## config.mk

```make
export PLATFORM = sky130hd
export DESIGN_NAME = pipelined_cla_adder
export DESIGN_NICKNAME = d
export VERILOG_FILES = /design/src/rtl/alu_pkg.sv /design/src/rtl/lcu_n.sv /design/src/rtl/pipelined_cla_adder.sv
export SDC_FILE = /design/constraint.sdc
export NUM_CORES = 1
export LEC_CHECK = 0
export BUFFER_PORTS_ARGS = -buffer_cell sky130_fd_sc_hd__buf_4
export CORE_ASPECT_RATIO = 0.6
export CORE_MARGIN = 2
export CORE_UTILIZATION = 38
export CTS_CLUSTER_DIAMETER = 80
export CTS_CLUSTER_SIZE = 25
export DETAILED_ROUTE_END_ITERATION = 16
export PLACE_DENSITY = 0.55
export SLEW_MARGIN = 20
export SYNTH_ARGS = -nofsm -noshare
export SYNTH_HDL_FRONTEND = slang
export SYNTH_SLANG_ARGS = --single-unit
```

## constraint.sdc

```tcl
create_clock -name clk -period 4.7 [get_ports clk]
set_input_delay 0.235 -clock clk [delete_from_list [all_inputs] [get_ports clk]]
set_output_delay 0.235 -clock clk [all_outputs]
set_load 0.02 [all_outputs]
```

## src/rtl/alu_pkg.sv

```systemverilog
// Shared ALU definitions: adder op encodings, lookahead block width and 4-bit CLA helpers.
package alu_pkg;

  localparam int BLK_W = 4;

  typedef enum logic [1:0] {
    OP_ADD = 2'b00,
    OP_ADC = 2'b01,
    OP_SUB = 2'b10,
    OP_SBB = 2'b11
  } op_e;

  // Carries into bits 0..3 of a 4-bit block, fully expanded from the block carry-in.
  function automatic logic [3:0] cla4_carries(input logic [3:0] g, input logic [3:0] p,
                                              input logic ci);
    logic [3:0] c;
    c[0] = ci;
    c[1] = g[0] | (p[0] & ci);
    c[2] = g[1] | (p[1] & g[0]) | (p[1] & p[0] & ci);
    c[3] = g[2] | (p[2] & g[1]) | (p[2] & p[1] & g[0]) | (p[2] & p[1] & p[0] & ci);
    return c;
  endfunction

  function automatic logic block_gen(input logic [3:0] g, input logic [3:0] p);
    return g[3] | (p[3] & g[2]) | (p[3] & p[2] & g[1]) | (p[3] & p[2] & p[1] & g[0]);
  endfunction

endpackage

```

## src/rtl/lcu_n.sv

```systemverilog
// Combinational N-block lookahead carry unit: every block carry is a flat sum of products
// of block generate/propagate terms and c0, so no carry ripples from block to block.
module lcu_n #(
  parameter int N = 8
) (
  input  logic [N-1:0] p,
  input  logic [N-1:0] g,
  input  logic         c0,
  output logic [N:1]   c
);

  for (genvar i = 0; i < N; i++) begin : g_carry
    logic [i:0] terms;
    for (genvar k = 0; k <= i; k++) begin : g_term
      if (k == i) begin : g_own
        assign terms[k] = g[k];
      end else begin : g_prop
        assign terms[k] = g[k] & (&p[i:k+1]);
      end
    end
    assign c[i+1] = (|terms) | (c0 & (&p[i:0]));
  end

endmodule

```

## src/rtl/pipelined_cla_adder.sv

```systemverilog
// Two-stage pipelined carry-lookahead adder/subtractor with valid/ready flow control.
// Stage 1 registers bit and block generate/propagate; stage 2 resolves carries, sum and flags.
module pipelined_cla_adder #(
  parameter int WIDTH = 32,
  parameter int BLK_W = alu_pkg::BLK_W
) (
  input  logic             clk,
  input  logic             rst_n,
  input  logic             in_valid,
  output logic             in_ready,
  input  logic [WIDTH-1:0] a,
  input  logic [WIDTH-1:0] b,
  input  logic             cin,
  input  logic [1:0]       op,
  output logic             out_valid,
  input  logic             out_ready,
  output logic [WIDTH-1:0] sum,
  output logic             cout,
  output logic             ovf,
  output logic             zero
);
  import alu_pkg::*;

  localparam int NUM_BLK = WIDTH / BLK_W;

  if (BLK_W != 4 || (WIDTH % 4) != 0 || WIDTH < 8) begin : g_bad_width
    $error("pipelined_cla_adder: WIDTH must be a multiple of 4 and >= 8, BLK_W must be 4");
  end

  // Handshake: a transfer happens on a rising edge where valid and ready are both high.
  // ready never depends on the valid of the same interface, and a stage holds its
  // contents (data and valid) unchanged while it cannot pass them on.
  logic s1_valid;
  logic s2_advance;
  logic accept;

  assign s2_advance = !out_valid || out_ready;
  assign in_ready   = !s1_valid || s2_advance;
  assign accept     = in_valid && in_ready;

  logic [WIDTH-1:0]   b_eff;
  logic [WIDTH-1:0]   bit_g;
  logic [WIDTH-1:0]   bit_p;
  logic [NUM_BLK-1:0] blk_g;
  logic [NUM_BLK-1:0] blk_p;
  logic               c0;

  always_comb begin
    b_eff = op[1] ? ~b : b;
    case (op)
      OP_ADD:  c0 = 1'b0;
      OP_ADC:  c0 = cin;
      OP_SUB:  c0 = 1'b1;
      default: c0 = cin;
    endcase
    bit_g = a & b_eff;
    bit_p = a ^ b_eff;
    blk_g = '0;
    blk_p = '0;
    for (int i = 0; i < NUM_BLK; i++) begin
      blk_g[i] = block_gen(bit_g[i*BLK_W +: BLK_W], bit_p[i*BLK_W +: BLK_W]);
      blk_p[i] = &bit_p[i*BLK_W +: BLK_W];
    end
  end

  logic [WIDTH-1:0]   s1_g;
  logic [WIDTH-1:0]   s1_p;
  logic [NUM_BLK-1:0] s1_bg;
  logic [NUM_BLK-1:0] s1_bp;
  logic               s1_c0;
  logic               s1_a_msb;
  logic               s1_b_msb;

  // Operand data is captured only on accept so idle or undriven inputs never reach the outputs.
  always_ff @(posedge clk or negedge rst_n) begin
    if (!rst_n) begin
      s1_valid <= 1'b0;
      s1_g     <= '0;
      s1_p     <= '0;
      s1_bg    <= '0;
      s1_bp    <= '0;
      s1_c0    <= 1'b0;
      s1_a_msb <= 1'b0;
      s1_b_msb <= 1'b0;
    end else if (in_ready) begin
      s1_valid <= in_valid;
      if (in_valid) begin
        s1_g     <= bit_g;
        s1_p     <= bit_p;
        s1_bg    <= blk_g;
        s1_bp    <= blk_p;
        s1_c0    <= c0;
        s1_a_msb <= a[WIDTH-1];
        s1_b_msb <= b_eff[WIDTH-1];
      end
    end
  end

  logic [NUM_BLK:1]   blk_c;
  logic [NUM_BLK:0]   blk_cin;
  logic [WIDTH-1:0]   bit_c;
  logic [WIDTH-1:0]   sum_next;
  logic               ovf_next;

  lcu_n #(.N(NUM_BLK)) u_lcu (
    .p  (s1_bp),
    .g  (s1_bg),
    .c0 (s1_c0),
    .c  (blk_c)
  );

  always_comb begin
    blk_cin = {blk_c, s1_c0};
    bit_c   = '0;
    for (int i = 0; i < NUM_BLK; i++) begin
      bit_c[i*BLK_W +: BLK_W] = cla4_carries(s1_g[i*BLK_W +: BLK_W], s1_p[i*BLK_W +: BLK_W],
                                             blk_cin[i]);
    end
    sum_next = s1_p ^ bit_c;
    // Same-sign operands producing a result of the other sign is a signed overflow.
    ovf_next = (s1_a_msb ~^ s1_b_msb) & (sum_next[WIDTH-1] ^ s1_a_msb);
  end

  always_ff @(posedge clk or negedge rst_n) begin
    if (!rst_n) begin
      out_valid <= 1'b0;
      sum       <= '0;
      cout      <= 1'b0;
      ovf       <= 1'b0;
      zero      <= 1'b0;
    end else if (s2_advance) begin
      out_valid <= s1_valid;
      if (s1_valid) begin
        sum  <= sum_next;
        cout <= blk_cin[NUM_BLK];
        ovf  <= ovf_next;
        zero <= (sum_next == '0);
      end
    end
  end

endmodule
```

* Yosys cells after proc, flatten, opt, wreduce, memory -nomap -nowiden
Index checks and enable logic that the tools add are counted.
Word-level totals: bits in latches 0, memory bits (read-only) 0, bits in registers 119, memories 0, output and inout bits 37, bits of input ports 71, memory bits (writable) 0, word-level logic and storage cells 302
Cells by class: $lt $le $gt $ge 0, $add $sub $neg 0, shifts and indexed selects 0, multiplexer cells 2, reductions and logical operators 51, multiply operators 0, divide/modulo/power cells 0, bitwise gates (word level) 235, eq/ne operators 1
Operator list (count):
- bitwise AND 1 bit | 149
- bitwise OR 1 bit | 80
- XOR 32 bit | 2
- AND reduction 4 bit | 13
- bitwise AND 32 bit | 1
- zero test 32 bit | 1
- 2-to-1 mux 32 bit | 1
- inverter 32 bit | 1
- AND reduction 5 bit | 4
- AND reduction 2 bit | 9
- AND reduction 3 bit | 6
- AND reduction 6 bit | 3
- AND reduction 7 bit | 2
- AND reduction 8 bit | 1
- OR reduction 8 bit | 1
- OR reduction 7 bit | 1
- OR reduction 6 bit | 1
- OR reduction 5 bit | 1
- OR reduction 4 bit | 1
- OR reduction 3 bit | 1
- equality test 2 bit (second input constant) | 1
- zero test 1 bit | 2
- zero test 2 bit | 1
- logical OR 1 bit | 2
- other kinds (4) | 4

* Logic depth before layout (Yosys ltp)
Gate-level depths: netlist of the first run.
depth after elaboration 9, gate-level depth with buffers 12, mapped depth without buffers 12

* Modules after synthesis
From an unflattened synthesis of the first run, not the netlist that was laid out.
Second synthesis, totals: cells, all modules 500, area total of the unflattened synthesis 5813.1 um^2
Modules (own cells, without submodules):
- pipelined_cla_adder | area an instance 5695.5 um^2, cells an instance 478, instances 1, seq. area each 2802.7 um^2
- lcu_n | area an instance 117.6 um^2, cells an instance 22, instances 1, seq. area each 0.0 um^2

* Worst setup path after synthesis of the first run
No wires, ideal clock.
kind flip-flop to flip-flop, start reg s1_c0, end reg zero, slack 1.502 ns, cell stages (with the launch flop) 12, period minus slack after synthesis 3.198 ns, path buffers 0, arrival time 3.095 ns, required time 4.597 ns, library setup time 0.103 ns, cell sequence dfrtp_1 -> a311o_1 -> a31oi_1 -> o21ai_1 -> a21o_1 -> ha_1 -> or4_1 -> a2111oi_4 -> o2111ai_1 -> a2111oi_2 -> nand4_1 -> o41ai_2
On the way: elaborated cells between the ends (all ways) 64, those cells by class 63 x bitwise; 1 x reduce/logical
RTL lines:
- from (decl) | RTL line pipelined_cla_adder.sv:70 | logic s1_c0;
- from (signal assigned) | RTL line pipelined_cla_adder.sv:82 | s1_c0 <= 1'b0;
- from (signal assigned) | RTL line pipelined_cla_adder.sv:92 | s1_c0 <= c0;
- bitwise AND 1 bit | RTL line lcu_n.sv:21 | assign c[i+1] = (|terms) | (c0 & (&p[i:0]));
- bitwise OR 1 bit | RTL line lcu_n.sv:21
- XOR 32 bit | RTL line pipelined_cla_adder.sv:119 | sum_next = s1_p ^ bit_c;
- via sum_next[28] | RTL line pipelined_cla_adder.sv:102 | logic [WIDTH-1:0] sum_next;
- zero test 32 bit | RTL line pipelined_cla_adder.sv:137 | zero <= (sum_next == '0);
- to (signal assigned) | RTL line pipelined_cla_adder.sv:137
- to (decl) | RTL line pipelined_cla_adder.sv:20 | output logic zero
The timed path passes the listed nets, and every way through them passes these cells. A chain may end at the register's enable or synchronous reset.

* Final worst setup path of the first run
Ends and elaborated chain as after synthesis.

==> results of run 1 <==
==> worst paths after layout <==
kind	cells past startpoint	from	end
hold / removal	1	rst_n	sum[31]
max in group asynchronous	2	rst_n	s1_g[5]
setup / recovery	11	s1_c0	zero
hold reg to reg	1	sum[22]	sum[22]
min in group clk	2	in_valid	s1_valid
setup reg to reg	11	s1_c0	zero
==> logic make-up after synthesis <==
| family | count (synthesis) |
|---|---|
| flip-flops | 112 |
| XOR/XNOR | 57 |
| buffers and inverters | 25 |
| AO/OA/AOI/OAI | 110 |
| AND/OR/NAND/NOR | 105 |
| adder cells (fa/ha/maj) | 40 |
| multiplexers | 79 |
==> Yosys cell counts, types with 6 or more instances <==
| master | count |
|---|---|
| dfrtp_1 | 112 |
| o21ai_0 | 26 |
| clkbuf_1 | 14 |
| mux2_2 | 75 |
| xor2_1 | 40 |
| nand4_1 | 9 |
| a21o_1 | 22 |
| a21oi_1 | 18 |
| xnor2_1 | 17 |
| o21ai_1 | 10 |
| buf_1 | 6 |
| nor2_1 | 18 |
| nand2_1 | 45 |
| ha_1 | 40 |
| nand3_1 | 6 |
==> stage by stage <==
step	hold WS (ns)	util	worst slack (ns)
2_1_floorplan	-0.0606	-	1.50
3_3_place_gp	0.381	0.455	1.21
3_5_place_dp	0.387	0.455	1.06
4_1_cts	0.0124	0.474	1.03
5_1_grt	0.0422	0.475	0.834
6_report	-0.0137	0.475	1.07
==> final cells by class <==
| cell class | count | share of cell area |
|---|---|---|
| clock buffer | 10 | 0.0326 |
| clock inverter | 6 | 0.00682 |
| inverter | 5 | 0.00256 |
| sequential | 112 | 0.382 |
| timing repair buffer | 109 | 0.112 |
| multi-input combinational | 391 | 0.430 |
| tap | 203 | 0.0346 |
==> routing by layer <==
layer / GRT usage / vias up
li1: - / 2113
met1: 0.270 / 2105
met2: 0.258 / 97
met3: 0.0395 / 13
met4: 0.0338 / 0
met5: 0 / -
==> power groups by stage <==
| stage | clock, mW | sequential, mW | combinational [mW] |
|---|---|---|---|
| 4_1_cts | 0.766 | 1.48 | 1.29 |
| 3_3_place_gp | 0 | 1.48 | 1.27 |
| 5_1_grt | 0.800 | 1.51 | 1.40 |
| 6_report | 0.746 | 1.48 | 1.28 |
| 2_1_floorplan | 0 | 1.58 | 0.643 |
| 3_5_place_dp | 0 | 1.49 | 1.28 |
==> registers in the layout, summed over array words and instances (netlist names), 8 cells and up <==
register and cells:
s1_p 32, sum 32, s1_g 24, s1_bg 8, s1_bp 8
==> worst reg2reg max path, cell delays in order, from the launching register on <==
cell	delay, ns
dfrtp_1	0.49
a311o_1	0.40
a31oi_1	0.16
o21ai_1	0.21
a21o_1	0.25
ha_1	0.29
or4_1	0.46
a2111oi_4	0.21
o2111ai_1	0.18
a2111oi_2	0.39
nand4_1	0.17
o41ai_2	0.32
==> flow_metrics.tcl, run 1 <==
set metrics [dict create \
    power_density_nw_per_um2 477 \
    crit_type "flop to flop" \
    tritoncts "yes" \
    path_max_fanout 7 \
    antenna_found_initial 0 \
    drc_errors 0 \
    finalSetupViolations 0 \
    ys_types 54 \
    pwr-share-comb 0.365 \
    final_common_cell "dfrtp_1" \
    synth_ff_type "dfrtp_1" \
    dpl.cell_count 820 \
    grt_pass1_wl_um 23400 \
    synthTopCellsByArea "dfrtp_1 46%, mux2_2 14%, ha_1 8.3%, xor2_1 5.8%, nand2_1 2.8%" \
    finalHoldViolations 4 \
    numCtsBuffers 9 \
    fin_tns_setup_ns 0 \
    grt_overflow 0 \
    multi_input_area_um2 3150 \
    ff2ff_setup_slack_ns 1.07 \
    period_needed_ns 3.63 \
    die_height_um 102 \
    initial_utilization 0.390 \
    regArea_um2 2800 \
    clkLatencyLatePin_ns 0.35 \
    syn_inst 528 \
    core_um2 15500 \
    postRouteAntennaNets 0 \
    synthAdderAreaFrac 0.0829 \
    synth.top_cell.area_share 0.464 \
    critPathMaxStageDelay_ns 0.49 \
    clkPwrFrac 0.213 \
    yosys.area_share.simple 0.0831 \
    cts-root-buf "clkbuf_16" \
    fin_skew_ns 0.00676 \
    drv_slew 0 \
    p_int_mw 2.22 \
    ctsHoldBuffers 0 \
    clk_pin_slew_ns 0.08 \
    postCtsSetupRepairBufs 0 \
    finalWirelength_um 14600 \
    violations "hold timing" \
    synthMuxAreaShare 0.147 \
    synth_seq_cells 112 \
    clock-sinks 112 \
    layout_common_cells "112 x dfrtp_1, 109 x buf_4, 75 x mux2_2" \
    vias 4328 \
    synth-edff-count 0 \
    switching_share 0.366 \
    power_switching_mw 1.28 \
    slew_headroom 0.419 \
    die_area_um2 16900 \
    met1_length_um 7720 \
    wl_per_cell_um 17.4 \
    maxCapViolCount 0 \
    yosysWarnings 0 \
    peakVddDrop_v 0.000243 \
    power_leakage_nw 3.44 \
    gp_congestion 0.883 \
    status "finished with violations" \
    viasPerCell 5.18 \
    grt_pass1_vias 4297 \
    antenna_cells 0 \
    period_share 0.773 \
    cp_top_family "compound AO/OA/AOI/OAI gates" \
    num_rows 35 \
    endpoint_kind "flop" \
    clock_path_buffers 2 \
    worstPathBufferInverterCount 0 \
    yosysTopAreaCell "dfrtp_1" \
    syn_to_final_growth_pct 21.6 \
    power_mw 3.50 \
    fillers 1408 \
    met2_length_um 6070 \
    startpoint_type "flop" \
    dr_wl_met3_um 642 \
    worstMarginPinSlew_ns 0.872 \
    topRoutingLayerUsed "met4" \
    synth_compound_area_frac 0.124 \
    final_cell_count_no_fill 836 \
    rsz0062_at_grt "false" \
    dpl_cell_area_um2 7040 \
    seq_area_frac_synth 0.464 \
    nets 739 \
    avgSynthCellArea_um2 11.4 \
    grt_max_degree 93 \
    port_buffers 107 \
    ios 108 \
    hold_class "input port to asynchronous set/reset pin" \
    fmax_ghz 0.275 \
    syn-num-nets 639 \
    fp.dieW_um 167 \
    fin_hold_ws_ns -0.0137 \
    final_area_um2 7340 \
    first_iter_violations 188 \
    crit_arrival_ns 3.89 \
    sequentialPowerShare 0.422 \
    synth_top_family_by_area "multiplexers" \
    htree_levels 3 \
    synthArstFlopShare 1.00 \
    cts_resized 0 \
    hpwl_um 10900 \
    cp_slowest_cell "dfrtp_1" \
    grt.total_usage 0.177 \
    dr.pass1.iters 4 \
    drive_gt1_frac 0.332 \
    syn_area_um2 6030 \
    synth-xor-area-share 0.0827 \
    crit_chain "a311o_1 -> a31oi_1 -> o21ai_1 -> a21o_1 -> ha_1 -> or4_1 -> a2111oi_4 -> o2111ai_1 -> a2111oi_2 -> nand4_1 -> o41ai_2" \
    cp.required_ns 4.95 \
]
Power figures use the tool's default switching activity.
==> run 2, diff against run 1 <==
==> constraint.sdc (replaced) <==
create_clock -name clk -period 3.6 [get_ports clk]
set_input_delay 0.18 -clock clk [delete_from_list [all_inputs] [get_ports clk]]
set_output_delay 0.18 -clock clk [all_outputs]
set_load 0.02 [all_outputs]
==> flow_metrics.tcl, run 2 (synthesized netlist as in run 1, its figures left out) <==
set metrics [dict create \
    power_mw 4.65 \
    dp_slack_ns 0.0313 \
    critPathMaxStageDelay_ns 0.46 \
    htree_levels 3 \
    antenna_cells 0 \
    ff2ff_setup_slack_ns 0.24 \
    slew_headroom 0.584 \
    power_density_nw_per_um2 623 \
    path_max_fanout 5 \
    fillers 1436 \
    rsz0062_at_grt "false" \
    postRouteAntennaNets 0 \
    crit_arrival_ns 3.60 \
    ios 108 \
    vias 4321 \
    core_um2 15500 \
    viasPerCell 5.12 \
    fin_skew_ns 0.0105 \
    drc_errors 0 \
    syn_to_final_growth_pct 23.6 \
    cp_slowest_cell "or4_1" \
    period_share 0.932 \
    layout_common_cells "115 x buf_4, 112 x dfrtp_1, 75 x mux2_2" \
    final_common_cell "buf_4" \
    worstMarginPinSlew_ns 0.623 \
    first_iter_violations 181 \
    crit_chain "a311o_1 -> a31oi_1 -> o21ai_2 -> a21o_1 -> ha_1 -> or4_1 -> a2111oi_4 -> o2111ai_2 -> a2111oi_4 -> nand4_1 -> o41ai_2" \
    cp.required_ns 3.84 \
    grt_pass1_wl_um 23500 \
    largestRegisters "s1_p (32), sum (32), s1_g (24)" \
    cts-root-buf "clkbuf_16" \
    grt_overflow 0 \
    grt.total_usage 0.179 \
    maxCapViolCount 0 \
    port_buffers 107 \
    drv_slew 0 \
    numCtsBuffers 9 \
    tritoncts "yes" \
    fmax_ghz 0.298 \
    endpoint_kind "flop" \
    crit_type "flop to flop" \
    status "completed" \
    clock_path_buffers 2 \
    period_needed_ns 3.36 \
    antenna_found_initial 0 \
    gp_congestion 0.881 \
    finalSetupViolations 0 \
    clock-sinks 112 \
    finalHoldViolations 0 \
    wl_per_cell_um 17.5 \
    cp_top_family "compound AO/OA/AOI/OAI gates" \
    startpoint_type "flop" \
    cpMostUsedCell "a2111oi_4" \
    drive_gt1_frac 0.342 \
    clk_pin_slew_ns 0.07 \
    hpwl_um 11200 \
    setup_ws_ns 0.243 \
    finalWirelength_um 14700 \
    num_rows 35 \
    clkLatencyLatePin_ns 0.35 \
    worstPathBufferInverterCount 0 \
    die_area_um2 16900 \
    dr.pass1.iters 4 \
    die_height_um 102 \
    power_leakage_nw 3.50 \
    grt_pass1_vias 4308 \
    grt_max_degree 93 \
    initial_utilization 0.390 \
    fin_tns_setup_ns 0 \
    hold_class "input port to flop" \
    peakVddDrop_v 0.000314 \
    nets 747 \
    fp.dieW_um 167 \
]
## run 2: power breakdown
group	switching (mW)	total, mW	leakage [nW]	internal (mW)
Clock	0.474	1.02	0.146	0.547
Combinational	0.890	1.71	1.98	0.816
Sequential	0.319	1.92	1.37	1.60
Total	1.68	4.65	3.50	2.96
## run 2: stage by stage
stage / hold WS (ns) / util / area, µm² / std cells
floorplan: -0.116 / - / 6030 / 528
global placement: 0.390 / 0.458 / 7080 / 826
detailed placement: 0.402 / 0.458 / 7080 / 826
CTS: 0.0240 / 0.478 / 7390 / 842
global route: 0.0745 / 0.482 / 7460 / 844
finish: 0.0772 / 0.482 / 7460 / 844
## run 2: cell type report
type | instances | area [µm²] | area share
timing repair buffer | 117 | 901 | 0.121
inverter | 5 | 18.8 | 0.00252
multi-input combinational | 391 | 3180 | 0.426
tap | 203 | 254 | 0.0341
clock buffer | 9 | 225 | 0.0302
sequential | 112 | 2800 | 0.376
clock inverter | 7 | 77.6 | 0.0104
## run 2: path summary, 6_finish.rpt
path,from,endpoint,cells after the start
hold / removal,in_valid,s1_valid,2
max in group asynchronous,rst_n,s1_g[6],3
setup / recovery,s1_bp[0],zero,11
setup reg to reg,s1_bp[0],zero,11
hold reg to reg,sum[3],sum[3],2
min in group asynchronous,rst_n,ovf,2
## run 2: metal layers
layer,vias to the layer above,global-route usage,part of all wire
met1,2096,0.281,0.55
li1,2123,-,-
met5,-,0,0
met4,0,0.0345,0.0054
met2,93,0.255,0.41
met3,9,0.0375,0.039
## run 2: what timing repair did
item	in CTS	in global routing
endpoints found under the setup margin	1	1
buffers inserted	0	0
hold buffers	0	1
hold endpoints to repair	0	26
gates resized for setup	1	2
pin swaps	0	1
